`config.mk`:
```
export PLATFORM = sky130hd
export DESIGN_NAME = ntt_coef_loader
export DESIGN_NICKNAME = d
export VERILOG_FILES = /design/src/rtl/ntt_coef_loader.sv
export SDC_FILE = /design/constraint.sdc
export NUM_CORES = 1
export LEC_CHECK = 0
export CORE_ASPECT_RATIO = 1.5
export CORE_UTILIZATION = 52
export CTS_CLUSTER_DIAMETER = 200
export DETAILED_ROUTE_END_ITERATION = 7
export PLACE_DENSITY_LB_ADDON = 0.15
export SKIP_CTS_REPAIR_TIMING = 1
export SYNTH_ARGS = -nofsm -noshare
export SYNTH_HDL_FRONTEND = slang
export SYNTH_SLANG_ARGS = --single-unit
```
`constraint.sdc`:
```
create_clock -name clk -period 2.6 [get_ports clk]
set_input_delay 0.52 -clock clk [delete_from_list [all_inputs] [get_ports clk]]
set_output_delay 0.52 -clock clk [all_outputs]
set_load 0.02 [all_outputs]
```
`src/rtl/ntt_coef_loader.sv`:
```
// Streams 16-bit coefficients into the Kyber NTT core input RAM two at a time,
// reducing each into [0,Q), then kicks the core and waits for it to finish.
module ntt_coef_loader #(
   parameter int N  = 256,
   parameter int Q  = 3329,
   parameter int DW = 16,
   parameter int AW = 8
) (
   input  logic          clk,
   input  logic          rst,
   input  logic          cmd_go,
   input  logic          cmd_mode,
   input  logic          s_valid,
   output logic          s_ready,
   input  logic [DW-1:0] s_data,
   input  logic          s_last,
   output logic          we,
   output logic [AW-1:0] address_ina,
   output logic [AW-1:0] address_inb,
   output logic [DW-1:0] data_ina,
   output logic [DW-1:0] data_inb,
   output logic          start,
   output logic          mode,
   input  logic          core_done,
   output logic          busy,
   output logic          err_range,
   output logic          err_len
);

   typedef enum logic [2:0] {IDLE, LOAD, PAD, KICK, WAIT} state_t;

   localparam logic [DW:0]   Q1        = (DW+1)'(Q);
   localparam logic [DW:0]   Q2        = (DW+1)'(2*Q);
   localparam logic [AW-1:0] LAST      = AW'(N-1);
   localparam logic [AW-1:0] PAIR_LAST = AW'(N-2);

   state_t        state, state_nxt;
   logic [AW-1:0] idx, idx_nxt;
   logic [DW-1:0] hold, hold_nxt;
   logic          s_ready_nxt, we_nxt, start_nxt, mode_nxt, busy_nxt;
   logic          err_range_nxt, err_len_nxt;
   logic [AW-1:0] addr_a_nxt, addr_b_nxt;
   logic [DW-1:0] data_a_nxt, data_b_nxt;

   logic [DW:0]   x_ext, x_sub;
   logic [DW-1:0] r;
   logic          over_q, accept;

   // Single conditional subtract; anything at or above 2Q is out of contract and stored as 0.
   always_comb begin
      x_ext  = {1'b0, s_data};
      x_sub  = x_ext - Q1;
      over_q = (x_ext >= Q1);
      if (x_ext >= Q2)  r = '0;
      else if (over_q)  r = x_sub[DW-1:0];
      else              r = s_data;
   end

   assign accept = (state == LOAD) && s_valid && s_ready;

   always_comb begin
      // NOTE: every next-value gets a default first so no path through the case can infer a latch.
      state_nxt     = state;
      idx_nxt       = idx;
      hold_nxt      = hold;
      we_nxt        = 1'b0;
      addr_a_nxt    = address_ina;
      addr_b_nxt    = address_inb;
      data_a_nxt    = data_ina;
      data_b_nxt    = data_inb;
      start_nxt     = 1'b0;
      mode_nxt      = mode;
      err_range_nxt = err_range;
      err_len_nxt   = err_len;

      unique case (state)
         IDLE: begin
            if (cmd_go) begin
               state_nxt     = LOAD;
               mode_nxt      = cmd_mode;
               err_range_nxt = 1'b0;
               err_len_nxt   = 1'b0;
               idx_nxt       = '0;
            end
         end
         LOAD: begin
            if (accept) begin
               idx_nxt = idx + AW'(1);
               if (over_q) err_range_nxt = 1'b1;
               if (!idx[0]) begin
                  hold_nxt = r;
                  // Early last on an even slot: close the pair with a zero partner.
                  if (s_last) begin
                     we_nxt      = 1'b1;
                     addr_a_nxt  = idx;
                     addr_b_nxt  = idx | AW'(1);
                     data_a_nxt  = r;
                     data_b_nxt  = '0;
                     err_len_nxt = 1'b1;
                     idx_nxt     = idx + AW'(2);
                     state_nxt   = (idx == PAIR_LAST) ? KICK : PAD;
                  end
               end else begin
                  we_nxt     = 1'b1;
                  addr_a_nxt = {idx[AW-1:1], 1'b0};
                  addr_b_nxt = idx;
                  data_a_nxt = hold;
                  data_b_nxt = r;
                  if (idx == LAST) begin
                     state_nxt = KICK;
                     if (!s_last) err_len_nxt = 1'b1;
                  end else if (s_last) begin
                     err_len_nxt = 1'b1;
                     state_nxt   = PAD;
                  end
               end
            end
         end
         PAD: begin
            we_nxt     = 1'b1;
            addr_a_nxt = idx;
            addr_b_nxt = idx | AW'(1);
            data_a_nxt = '0;
            data_b_nxt = '0;
            idx_nxt    = idx + AW'(2);
            if (idx == PAIR_LAST) state_nxt = KICK;
         end
         KICK: begin
            start_nxt = 1'b1;
            state_nxt = WAIT;
         end
         WAIT: begin
            if (core_done) state_nxt = IDLE;
         end
         default: state_nxt = IDLE;
      endcase

      s_ready_nxt = (state_nxt == LOAD);
      busy_nxt    = (state_nxt != IDLE);
   end

   always_ff @(posedge clk or negedge rst) begin
      if (!rst) begin
         state       <= IDLE;
         idx         <= '0;
         hold        <= '0;
         s_ready     <= 1'b0;
         we          <= 1'b0;
         address_ina <= '0;
         address_inb <= '0;
         data_ina    <= '0;
         data_inb    <= '0;
         start       <= 1'b0;
         mode        <= 1'b0;
         busy        <= 1'b0;
         err_range   <= 1'b0;
         err_len     <= 1'b0;
      end else begin
         // NOTE: non-blocking here so every register samples the pre-edge values of the others.
         state       <= state_nxt;
         idx         <= idx_nxt;
         hold        <= hold_nxt;
         s_ready     <= s_ready_nxt;
         we          <= we_nxt;
         address_ina <= addr_a_nxt;
         address_inb <= addr_b_nxt;
         data_ina    <= data_a_nxt;
         data_inb    <= data_b_nxt;
         start       <= start_nxt;
         mode        <= mode_nxt;
         busy        <= busy_nxt;
         err_range   <= err_range_nxt;
         err_len     <= err_len_nxt;
      end
   end

endmodule

```
==> results by stage <==
Final layout:
- Counting the fill cells in the layout gives around 570.
- After routing the design area is 5270 sq um.
- The area added between synthesis and finish is 35.2%.
- The final antenna diode count is 0.
- The fraction of layout cells with a size suffix above 1 is a little under a fifth.
- The storage element area is 1880 sq um.
- In the final layout, the multi-input gates occupy 1800 sq um.
- The non-filler instance count after layout is about 620.
- Cells fill between 70% and 80% of the core in the end.
- At the end of the flow, the number of nets in the layout was 547.

CTS:
- Clock-pin slew was measured on the worst setup and hold paths at about 0.08 ns.
- The maximum buffer depth of the clock tree is 2.
- The TritonCTS clock tree is done.
- The clock insertion delay at the later pin of the skew report is 0.36 ns.
- The clock drives between 70 and 80 sinks.
- The tree is rooted in a sky130_fd_sc_hd__clkbuf_8.
- The total clock buffers created by CTS is 9.
- The number of H-tree branching levels is 3.

Timing:
- Setup violations remaining at the end of the flow were counted as 0.
- The worst-case clock skew is 0.0125 ns.
- The final hold violation count is 0.
- In this run the tightest slew margin relative to its limit is ~33%.
- The max-slew violation count is 0.
- Static timing analysis puts the maximum clock frequency at between 0.4 and 0.5 GHz.
- The final period demand of the worst path is ~2.3 ns.
- The worst path uses 89.6% of the clock period.
- The pin slew with the least headroom to its limit is 1.00 ns.
- In the post-route analysis, the smallest setup slack over all paths is 0.269 ns.
- The final hold slack is 0.169 ns.
- Setup repair after global routing left no endpoint under its margin.

Setup path:
- Counting cells, the worst reg-to-reg path comes to 5.
- The largest individual stage delay along the critical path comes from the cell sky130_fd_sc_hd__clkdlybuf4s50_1.
- Traced cell by cell, the critical path runs through clkdlybuf4s50_1, inv_1, ha_1, nor4_1, a31oi_2, nor4_4, buf_4, nand3_1, o21ai_0.
- Across all register-to-register paths, the minimum setup slack is 0.40 ns.
- The data required time of the critical path is 2.87 ns.
- STA classifies the critical path endpoint as a flop.
- The start-to-end type of the worst setup path is in2reg.
- The maximum fanout count along the critical path is 8.
- The kind of launch point of the worst setup path is an input port.
- The capture instance of the worst register-to-register path is data_ina[2]$_DFFE_PN0P_.
- Data on the critical path arrives at its endpoint at 2.60 ns.
- The startpoint identified for the worst register-to-register timing path is state[1]$_DFF_PN0_.
- The largest stage delay on the critical path is 0.50 ns.

Placed design:
- The congestion estimate from routability-driven global placement came to 0.890.
- Buffers placed on the I/O ports in this run total 77.
- After legalization and detailed placement, the total HPWL measured 8040 um.
- The setup slack at placement is -0.112 ns.
- The number of placed instances, taps included, is 607.
- The cell area after placement is 5070 sq um.

Global route:
- The highest-utilization routing layer at the global route stage is met2.
- The first global-routing pass estimated 17400 um of wire.
- For met1 alone, demand over resource in global routing was 34.4%.
- The met3 track demand over resource in global routing is approximately 4.8%.
- The overall routing resource usage is between 20% and 30%.
- The met2 global-route usage is between 50 and 60%.
- Entering global routing, the biggest net connects 76 pins.
- The number of antenna violations at the first check in global routing is 0.
- The number of global-route vias before repair is 3528.
- For this run the aggregate overflow at the end of global routing stands at 0.

Detailed routing:
- Summed over all layers, the routed wires come to 10800 um.
- The routed via count divided by cell count is 5.94.
- Detailed routing inserted a total of 3703 vias.
- The final antenna-violating net count is 0.
- The number of remaining DRC errors is 0.
- The number of detailed-route iterations in the first pass is 5.
- The post-detailed-route wirelength per cell is 17.3 um.
- The detailed router finished its first iteration with approximately 260 violations.

Yosys:
- The post-synthesis share of cell area spent on and, or, nand and nor gates is between 10% and 20%.
- The synthesized instance count is 397.
- The share of the Yosys chip area taken by registers is 48.2%.
- In the synthesized netlist, mux cells make up 3.08% of the area.
- In the synthesized netlist the dominant register cell turns out to be sky130_fd_sc_hd__dfrtp_1.
- The synthesized design contains 75 register bits.
- After synthesis the cells add up to 3890 sq um.
- The dominant combinational cell family by area after synthesis is compound AO/OA/AOI/OAI gates.
- The netlist uses slightly below 60 different library cells.
- After synthesis, the mean cell area works out to between 9 and 10 sq um.
- Synthesis produced a netlist with a net count of 426.
- Yosys printed 0 warnings.
- Of all flip-flops after synthesis, the portion carrying an async set or reset was 100%.
- After Yosys synthesis, full adders, half adders and majority gates account for 1.93% of the synthesized area.
- The synthesized netlist devotes under 10% of its cell area to XOR and XNOR gates.
- The synthesized design contains 0 enable-type register cells.
- The compound-cell area share of the yosys netlist is 20.6%.

Min path:
- The worst hold path belongs to the class in2async.

Run:
- Across the run, the number of max-cap violations was 0.

Power and ir drop:
- For this design the ratio of total power to cell area is 848 nW/um^2.
- Across the VDD grid, the largest voltage drop is 443 uV.
- The analysis attributes to cell leakage a power of 2.37 nW.

Floorplanning:
- The number of cell rows is 38.
- The core region is 7230 sq um.
- The number of top-level design ports is 78.
- In this run the horizontal extent of the chip is 72.7 um.
- The initial core utilization is between 50 and 60%.
- The chip height is 108 um.
- The die covers 7850 sq um.

Outcome:
- The run finished with clean final reports.
==> critical path: cells and delay by family <==
kind | cells | cell delay, ns
buffers and inverters | 3 | 0.74
adders and majority gates | 1 | 0.19
AOI/OAI and AO/OA | 2 | 0.43
and+or+nand+nor | 3 | 0.71
==> cell families (layout without fill, tap and decap cells) <==
group,count (synthesis),after routing
multiplexers,11,11
buffers and inverters,36,162
flip-flops,75,75
XOR/XNOR,7,7
adder cells (fa/ha/maj),6,6
AO/OA/AOI/OAI,128,128
AND/OR/NAND/NOR,134,134
==> per-layer routing <==
layer	routed length, um	up-vias
met5	0	-
met4	398	0
met3	548	32
met2	5790	153
met1	4060	1806
li1	-	1712
==> how the worst max path moves through the flow <==
stage / slack, ns / start / to
final: 0.27 / s_data[0] / hold[5]$_DFFE_PN0P_
after global routing: 0.06 / s_data[1] / data_inb[7]$_DFFE_PN0P_
after CTS: 0.24 / s_data[1] / data_inb[6]$_DFFE_PN0P_
after detailed placement: -0.11 / s_data[1] / data_inb[6]$_DFFE_PN0P_
after global placement: -0.04 / s_data[0] / data_inb[1]$_DFFE_PN0P_
after floorplan: 0.38 / s_data[10] / data_ina[7]$_DFFE_PN0P_
==> power breakdown <==
part	internal [W]	switching (W)	total (W)
Combinational	0.000846	0.00104	0.00189
Sequential	0.00144	0.000241	0.00168
Clock	0.000443	0.000450	0.000893
Total	0.00273	0.00173	0.00446
==> cells in the final DEF, fill, tap and decap left out, types with 5 or more instances in the layout <==
cell type                         instances
sky130_fd_sc_hd__and3_1                  13
sky130_fd_sc_hd__clkbuf_8                 9
sky130_fd_sc_hd__nor2_1                  13
sky130_fd_sc_hd__ha_1                     6
sky130_fd_sc_hd__o21ai_0                 48
sky130_fd_sc_hd__nor4_1                   5
sky130_fd_sc_hd__a22o_1                  12
sky130_fd_sc_hd__a21o_1                   5
sky130_fd_sc_hd__dfrtp_1                 75
sky130_fd_sc_hd__inv_1                    9
sky130_fd_sc_hd__xor2_1                   6
sky130_fd_sc_hd__nand3_1                 16
sky130_fd_sc_hd__nand4_1                  6
sky130_fd_sc_hd__nand2_1                 43
sky130_fd_sc_hd__clkdlybuf4s50_1         76
sky130_fd_sc_hd__or3_1                    5
sky130_fd_sc_hd__buf_4                   57
sky130_fd_sc_hd__a21oi_1                 17
sky130_fd_sc_hd__mux2_2                   8
sky130_fd_sc_hd__nor2b_1                  5
sky130_fd_sc_hd__o31ai_1                  5
sky130_fd_sc_hd__a31oi_1                 21
==> area by class of cell <==
cell class	count	area share [%]
Multi-Input combinational cell	286	34.2
Timing Repair Buffer	136	23.4
Tap cell	100	2.38
Clock buffer	10	2.42
Inverter	10	0.713
Clock inverter	6	1.21
Sequential cell	75	35.6
==> state kept, by name (all words and copies together) (netlist names), 3 cells and up <==
signal / cells
hold: 16
data_ina: 16
data_inb: 16
state: 3
address_ina: 8
idx: 8
==> per-stage QoR <==
| step | power [W] | TNS [ns] |
|---|---|---|
| floorplan | 0.00273 | 0 |
| global route | 0.00471 | 0 |
| global placement | 0.00354 | -0.0947 |
| finish | 0.00446 | 0 |
| CTS | 0.00447 | 0 |
| detailed placement | 0.00358 | -2.26 |
==> Yosys cell counts (all sizes together) (4+ instances only) <==
cell type | number | area [sq um]
mux2 | 8 | 90.1
a31oi | 22 | 144
nand4 | 6 | 37.5
and3 | 15 | 96.3
nor2 | 15 | 58.8
nor4 | 7 | 73.8
buf | 13 | 104
or3 | 5 | 31.3
ha | 6 | 75.1
nor3 | 4 | 25.0
clkbuf | 12 | 45.0
nand3 | 16 | 80.1
nand2 | 43 | 161
o31ai | 5 | 37.5
dfrtp | 75 | 1880
xor2 | 6 | 52.6
a21o | 5 | 37.5
a22o | 12 | 105
o21ai | 50 | 250
nor3b | 4 | 35.0
a21oi | 17 | 85.1
inv | 9 | 33.8
nor2b | 5 | 31.3
Note: power is estimated with default switching activity, not from simulation.
